File: src/rtl/param_fifo.sv
// Parametrised synchronous FIFO with occupancy count, almost-full/empty thresholds,
// synchronous flush and sticky overflow/underflow flags.
module param_fifo #(
  parameter int DATA_WIDTH = 32,
  parameter int ADDR_WIDTH = 4,
  parameter int AF_MARGIN  = 2,
  parameter int AE_MARGIN  = 2
) (
  input  logic                  CLK,
  input  logic                  RESET,
  input  logic [DATA_WIDTH-1:0] data_in,
  input  logic                  write,
  input  logic                  read,
  input  logic                  flush,
  input  logic                  clear_err,
  output logic [DATA_WIDTH-1:0] data_out,
  output logic                  full,
  output logic                  empty,
  output logic                  almost_full,
  output logic                  almost_empty,
  output logic [ADDR_WIDTH:0]   level,
  output logic                  overflow,
  output logic                  underflow
);

  localparam int DEPTH    = 1 << ADDR_WIDTH;
  localparam int AF_LEVEL = DEPTH - AF_MARGIN;
  localparam logic [ADDR_WIDTH:0] DEPTH_L = {1'b1, {ADDR_WIDTH{1'b0}}};

  logic [DATA_WIDTH-1:0] mem [DEPTH];
  logic [ADDR_WIDTH-1:0] wr_ptr;
  logic [ADDR_WIDTH-1:0] rd_ptr;
  logic                  wr_ok;
  logic                  rd_ok;
  logic                  ovf_evt;
  logic                  udf_evt;
  int                    level_i;

  // Status flags come straight from the registered level, so they move with it.
  assign level_i      = int'(level);
  assign full         = (level == DEPTH_L);
  assign empty        = (level == '0);
  assign almost_full  = (level_i >= AF_LEVEL);
  assign almost_empty = (level_i <= AE_MARGIN);

  assign wr_ok   = write & (~full | read);
  assign rd_ok   = read & ~empty;
  assign ovf_evt = write & ~wr_ok & ~flush;
  assign udf_evt = read & ~rd_ok & ~flush;

  always_ff @(posedge CLK) begin
    if (!RESET && !flush && wr_ok) begin
      mem[wr_ptr] <= data_in;
    end
  end

  always_ff @(posedge CLK) begin
    if (RESET) begin
      wr_ptr    <= '0;
      rd_ptr    <= '0;
      level     <= '0;
      data_out  <= '0;
      overflow  <= 1'b0;
      underflow <= 1'b0;
    end else begin
      // A new error event beats clear_err in the same cycle.
      overflow  <= (overflow & ~clear_err) | ovf_evt;
      underflow <= (underflow & ~clear_err) | udf_evt;
      if (flush) begin
        wr_ptr <= '0;
        rd_ptr <= '0;
        level  <= '0;
      end else begin
        if (wr_ok) begin
          wr_ptr <= wr_ptr + 1'b1;
        end
        if (rd_ok) begin
          data_out <= mem[rd_ptr];
          rd_ptr   <= rd_ptr + 1'b1;
        end
        if (wr_ok && !rd_ok) begin
          level <= level + 1'b1;
        end else if (rd_ok && !wr_ok) begin
          level <= level - 1'b1;
        end
      end
    end
  end

endmodule

File: config.mk
export PLATFORM = sky130hd
export DESIGN_NAME = param_fifo
export DESIGN_NICKNAME = d
export VERILOG_FILES = /design/src/rtl/param_fifo.sv
export SDC_FILE = /design/constraint.sdc
export NUM_CORES = 1
export LEC_CHECK = 0
export CAP_MARGIN = 20
export CORE_MARGIN = 3
export CORE_UTILIZATION = 60
export DETAILED_ROUTE_END_ITERATION = 10
export GPL_ROUTABILITY_DRIVEN = 0
export GPL_TIMING_DRIVEN = 1
export PLACE_DENSITY_LB_ADDON = 0.08
export SETUP_SLACK_MARGIN = 0.2
export SLEW_MARGIN = 20
export SYNTH_ARGS = -nofsm -noshare
export SYNTH_HDL_FRONTEND = slang
export SYNTH_SLANG_ARGS = --single-unit
File: constraint.sdc
create_clock -name CLK -period 4.2 [get_ports CLK]
set_input_delay 0.42 -clock CLK [delete_from_list [all_inputs] [get_ports CLK]]
set_output_delay 0.42 -clock CLK [all_outputs]
set_load 0.02 [all_outputs]
* Word level (Yosys, flattened, before mapping)
Memories as Yosys holds them, arrays and structs flattened. A register that Yosys moved wholly into a read port is not among the register bits.
Cells that the tools add are included.
** Storage, ports and cells
- Bits in read-only memories :: 0
- Bits in latches :: 0
- RAM bits :: 512
- Memories :: 1
- Output and inout port bits :: 43
- Register bits after elaboration :: 15
- Input bits :: 38
- Logic and storage cells :: 46
** Memory list
- mem :: words 16, bits a word 32, rd ports 1, clocked after memory_dff 1, wr ports 1, RTL line 30 : logic [DATA_WIDTH-1:0] mem [DEPTH];
** Operators by class
- Magnitude comparators :: 2
- Mux-type cells :: 4
- Equality and inequality tests :: 1
- Add/subtract/negate cells :: 4
- Div/mod/pow operators :: 0
- $mul :: 0
- Shifts and indexed selects :: 0
- Bitwise logic cells :: 17
- Reduce and logical (&&, ||, !) cells :: 12
** Operators by type and width (number)
- $mux W5 :: 2
- $add A4 B1 Y4 const B :: 2
- $and A1 B1 Y1 :: 8
- $not A1 Y1 :: 6
- $add A5 B1 Y5 const B :: 1
- $eq A5 B5 Y1 const B :: 1
- $ge A5 B4 Y1 const B :: 1
- $le A5 B2 Y1 const B :: 1
- $logic_not A5 Y1 :: 1
- $sub A5 B1 Y5 const B :: 1
- $logic_and A1 B1 Y1 :: 4
- $logic_not A1 Y1 :: 4
- $or A1 B1 Y1 :: 3
- $mux W1 :: 2
- $reduce_and A2 Y1 :: 1
- $reduce_bool A2 Y1 :: 1
- $reduce_or A2 Y1 :: 1

* Logic depth before layout (Yosys ltp)
- Word-level depth :: 8
- Depth in mapped cells :: 11
- Gate-level depth less buffers :: 9

* Worst setup path after synthesis
No wires, ideal clock.
- Kind :: register to register
- From :: reg level[0]
- To :: mem mem[12][0] (enable)
- Clock period less this slack :: 3.047 ns
- Arrival :: 2.626 ns
- Setup slack :: 1.153 ns
- Library setup time :: 0.421 ns
- Cell stages (with the launch flop) :: 7
- Path through :: dfxtp_1 or4_1 buf_4 o31a_1 buf_2 nand2_1 nor2_1
** On the way
- Longest elaborated chain between the ends :: 7
** RTL lines
- from (decl) :: RTL line 21 : output logic [ADDR_WIDTH:0] level,
- from (signal assigned) :: RTL line 82 : level <= level + 1'b1;
- from (signal assigned) :: RTL line 84 : level <= level - 1'b1;
- $eq A5 B5 Y1 :: RTL line 41 : assign full = (level == DEPTH_L);
- $not A1 Y1 :: RTL line 46 : assign wr_ok = write & (~full | read);
- $or A1 B1 Y1 :: RTL line 46
- $and A1 B1 Y1 :: RTL line 46
- net wr_ok :: RTL line 33 : logic wr_ok;
- $logic_and A1 B1 Y1 :: RTL line 52 : if (!RESET && !flush && wr_ok) begin
- $mux W1 :: RTL line 52
- $mux W1 (implied by the code) :: RTL line 53 : mem[wr_ptr] <= data_in;
- to (decl) :: RTL line 30
The timed path passes the listed nets, and every way through them passes these cells.

* Worst setup path after layout
- From :: reg level[0]
- To :: reg level[4]
** On the way
- Longest elaborated chain between the ends :: 7
- Elaborated cells on any way between the ends :: 16
- Classes of those cells :: add/sub (2); eq/ne (1); mux (2); bitwise (5); reduce/logical (6)
** RTL lines
- parallel branches: the longest is 7 deep, another holds $sub A5 B1 Y5
Parallel ways; which one is timed is not known. The select of a mux whose other input is x is not followed.
A chain may end at the register's enable or synchronous reset.

==> results.md <==
- Global Route Usage Sum: 23.4%
- Most frequent cells in the layout: edfxtp_1, mux4_2, mux2i_1
- Hpwl dp: 23,900 um
- Io pins: 81
- Crit Reg-Reg Endpoint: level[4]
- TritonCTS Buffers: 53
- Finished Layout Cells: 1,614
- Top_reg_cell synth: edfxtp_1
- Worst-Margin Slew: 1.01 ns
- Die Span Y: 195 um
- Sequential Area: 16,300 sq um
- Final setup fails: 0
- YS warnings: 0
- Syn Inst Count: 1,005
- Syn_area_per_cell: 21.3 sq um
- Syn nets: 1,053
- Synth unique cells: 48
- Share of cells above drive strength 1: 21.1%
- Crit path arrival time: 3.76 ns
- DR WL/cell: 27.1 um
- Top post-synthesis cells by area: edfxtp_1, mux4_2, dfxtp_1
- Port Buffers: 80
- Synth top area share: 72.0%
- R2R depth: 9
- Critical path type: flip-flop to flip-flop
- Status: finished clean
- Vias per inst: 6.37
- Root Buffer: clkbuf_16
- Post_cts resized: 0
- Pre-antenna DRT Iters: 5
- Rel. slew slack: 32.3%
- Tmin final: 3.26 ns
- Pre-CTS setup slack: 0.975 ns
- Hold_buf cts: 0
- Clock transition at path regs: 0.06 ns
- Final worst path period share: 77.5%
- Most common cell after layout, fill and taps aside: edfxtp_1
- Clk_skew: 0.0125 ns
- Hold Vio Cnt, Final: 0
- Sum of negative setup slack: 0 ns
- Number of global-route vias before repair: 10,700
- Starting Density: 61.4%
- Max Fanout on Critical Path: 8
- Post-route ant nets: 0
- Max cap viols: 0
- Multi-input gate area: 4880 sq um
- Number of DRC markers in iteration 0: 955
- FF+latch count, synth: 559
- Final Util: 70.8%
- Dpl cell area: 22,900 sq um
- Leakage dissipation: 7.47 nW
- Die Area: 37,900 sq um
- Row Count: 68
- Final nets: 1,161
- GRT overflow: 0
- Post-synth EDFFs: 512
- R2R Path Start: level[0]
- H-tree level count: 2
- CTS tree: yes
- Max-slew violations: 0
- Post-Layout Inst Area: 24,600 sq um
- Setup crit start kind: flip-flop
- DIE WIDTH: 195 um
- Fin worst setup slack: 0.943 ns
- CTS Sinks: 559
- Worst VDD drop: 362 uV
- Clk buf depth: 3
- Skew-Pair Late Insertion Delay: 0.58 ns
- Crit path launch: level[0]
- R2R setup slack: 0.94 ns
- Vias: 10,300
- Hold Crit Class: input port to flip-flop
- Core area: 34,800 sq um
- Asr flop ratio synth: 0%
- Area Growth Syn to Fin: 15.2%
- Worst Setup EP: level[4]
- Layout fillers: 2,085
- First-pass GRT wire length: 66,700 um
- Largest net degree at the start of global routing: 61
- DRC errors left: 0
- Cell taking the most area after synthesis: edfxtp_1
- Syn Std Cell Area: 21,400 sq um
- Antenna violations before repair: 0
- Seq/Total Area, Yosys: 76.4%
- Setup bufs post-CTS: 0
- RSZ-0062 raised after global routing: false
- Power per cell area: 464 nW/um^2
- Required time worst endpoint: 4.70 ns
- Tot Pwr: 11.4 mW
- Hold slack: 0.480 ns
- Dpl cells: 1,513
- Fmax: 307 MHz
- Critical path endpoint category: flip-flop
- Routed WL: 43,700 um
## per-layer routing
layer / vias to the layer above / track usage [%] / routed length (um)
li1: 4418 / - / -
met1: 5449 / 33.8 / 18400
met2: 339 / 37.8 / 21900
met3: 77 / 3.61 / 2330
met4: 0 / 7.61 / 1040
met5: - / 0 / 0
## worst min-delay path by stage
stage	slack (ns)	startpoint	cells after the start	endpoint
2_1_floorplan	0.52	data_in[0]	0	mem[0][0]
3_3_place_gp	0.46	overflow	2	overflow
3_5_place_dp	0.48	overflow	2	overflow
4_1_cts	0.44	RESET	2	underflow
5_1_grt	0.48	RESET	2	underflow
6_report	0.48	RESET	2	underflow
## cells in the mapped netlist, types with 2 or more instances
master    instances
o21a_1            2
dfxtp_1          47
edfxtp_1        512
clkbuf_1         19
nor2_1           40
buf_6             2
a211oi_1          3
buf_2            20
xor2_1            5
a21o_1            2
mux2i_1          83
nor3_1            5
or3_1             2
xnor2_1           2
inv_1             4
nand2_1           8
buf_4             9
o221ai_1         26
o22ai_1          12
ha_1              9
or3b_2            2
mux4_2          116
nand3b_1         31
a22o_1            2
buf_1             5
nor2b_1           2
a21oi_1           8
nor4_1            2
nand3_1           6
## worst max-delay path, stage by stage, from the launching register on
cell     delay, ns
dfxtp_1       0.38
or4_1         0.76
o21ai_1       0.46
ha_1          0.25
inv_1         0.11
fa_1          0.42
a21o_1        0.20
a21oi_1       0.17
mux2i_1       0.23
mux2i_1       0.19
## registers in the layout, indices dropped and copies added, names as in the netlist
signal and cells:
data_out 32, level 5, mem 512, overflow 1, rd_ptr 4, underflow 1, wr_ptr 4
## power breakdown
group	internal (mW)	switching [mW]	leakage, nW
Sequential	6.13	0.0703	4.99
Combinational	0.287	0.384	1.66
Clock	2.63	1.93	0.821
## kinds of logic after synthesis
logic type      count (synthesis)  synth area share (%)
flops                         559                  76.4
mux                           199                  16.1
simple gates                  105                  2.71
compound gates                 66                  2.53
buf+inv                        59                  1.38
fa+ha+maj                      10                 0.621
xor+xnor                        7                 0.287
## cell type report
cell class / instances / share of cell area, %
Tap cell: 455 / 2.31
Multi-Input combinational cell: 387 / 19.8
Inverter: 4 / 0.0610
Clock buffer: 73 / 5.99
Clock inverter: 27 / 0.813
Timing Repair Buffer: 108 / 4.70
Antenna cell: 1 / 0.0102
Sequential cell: 559 / 66.3
Note: power is estimated with default switching activity, not from simulation.
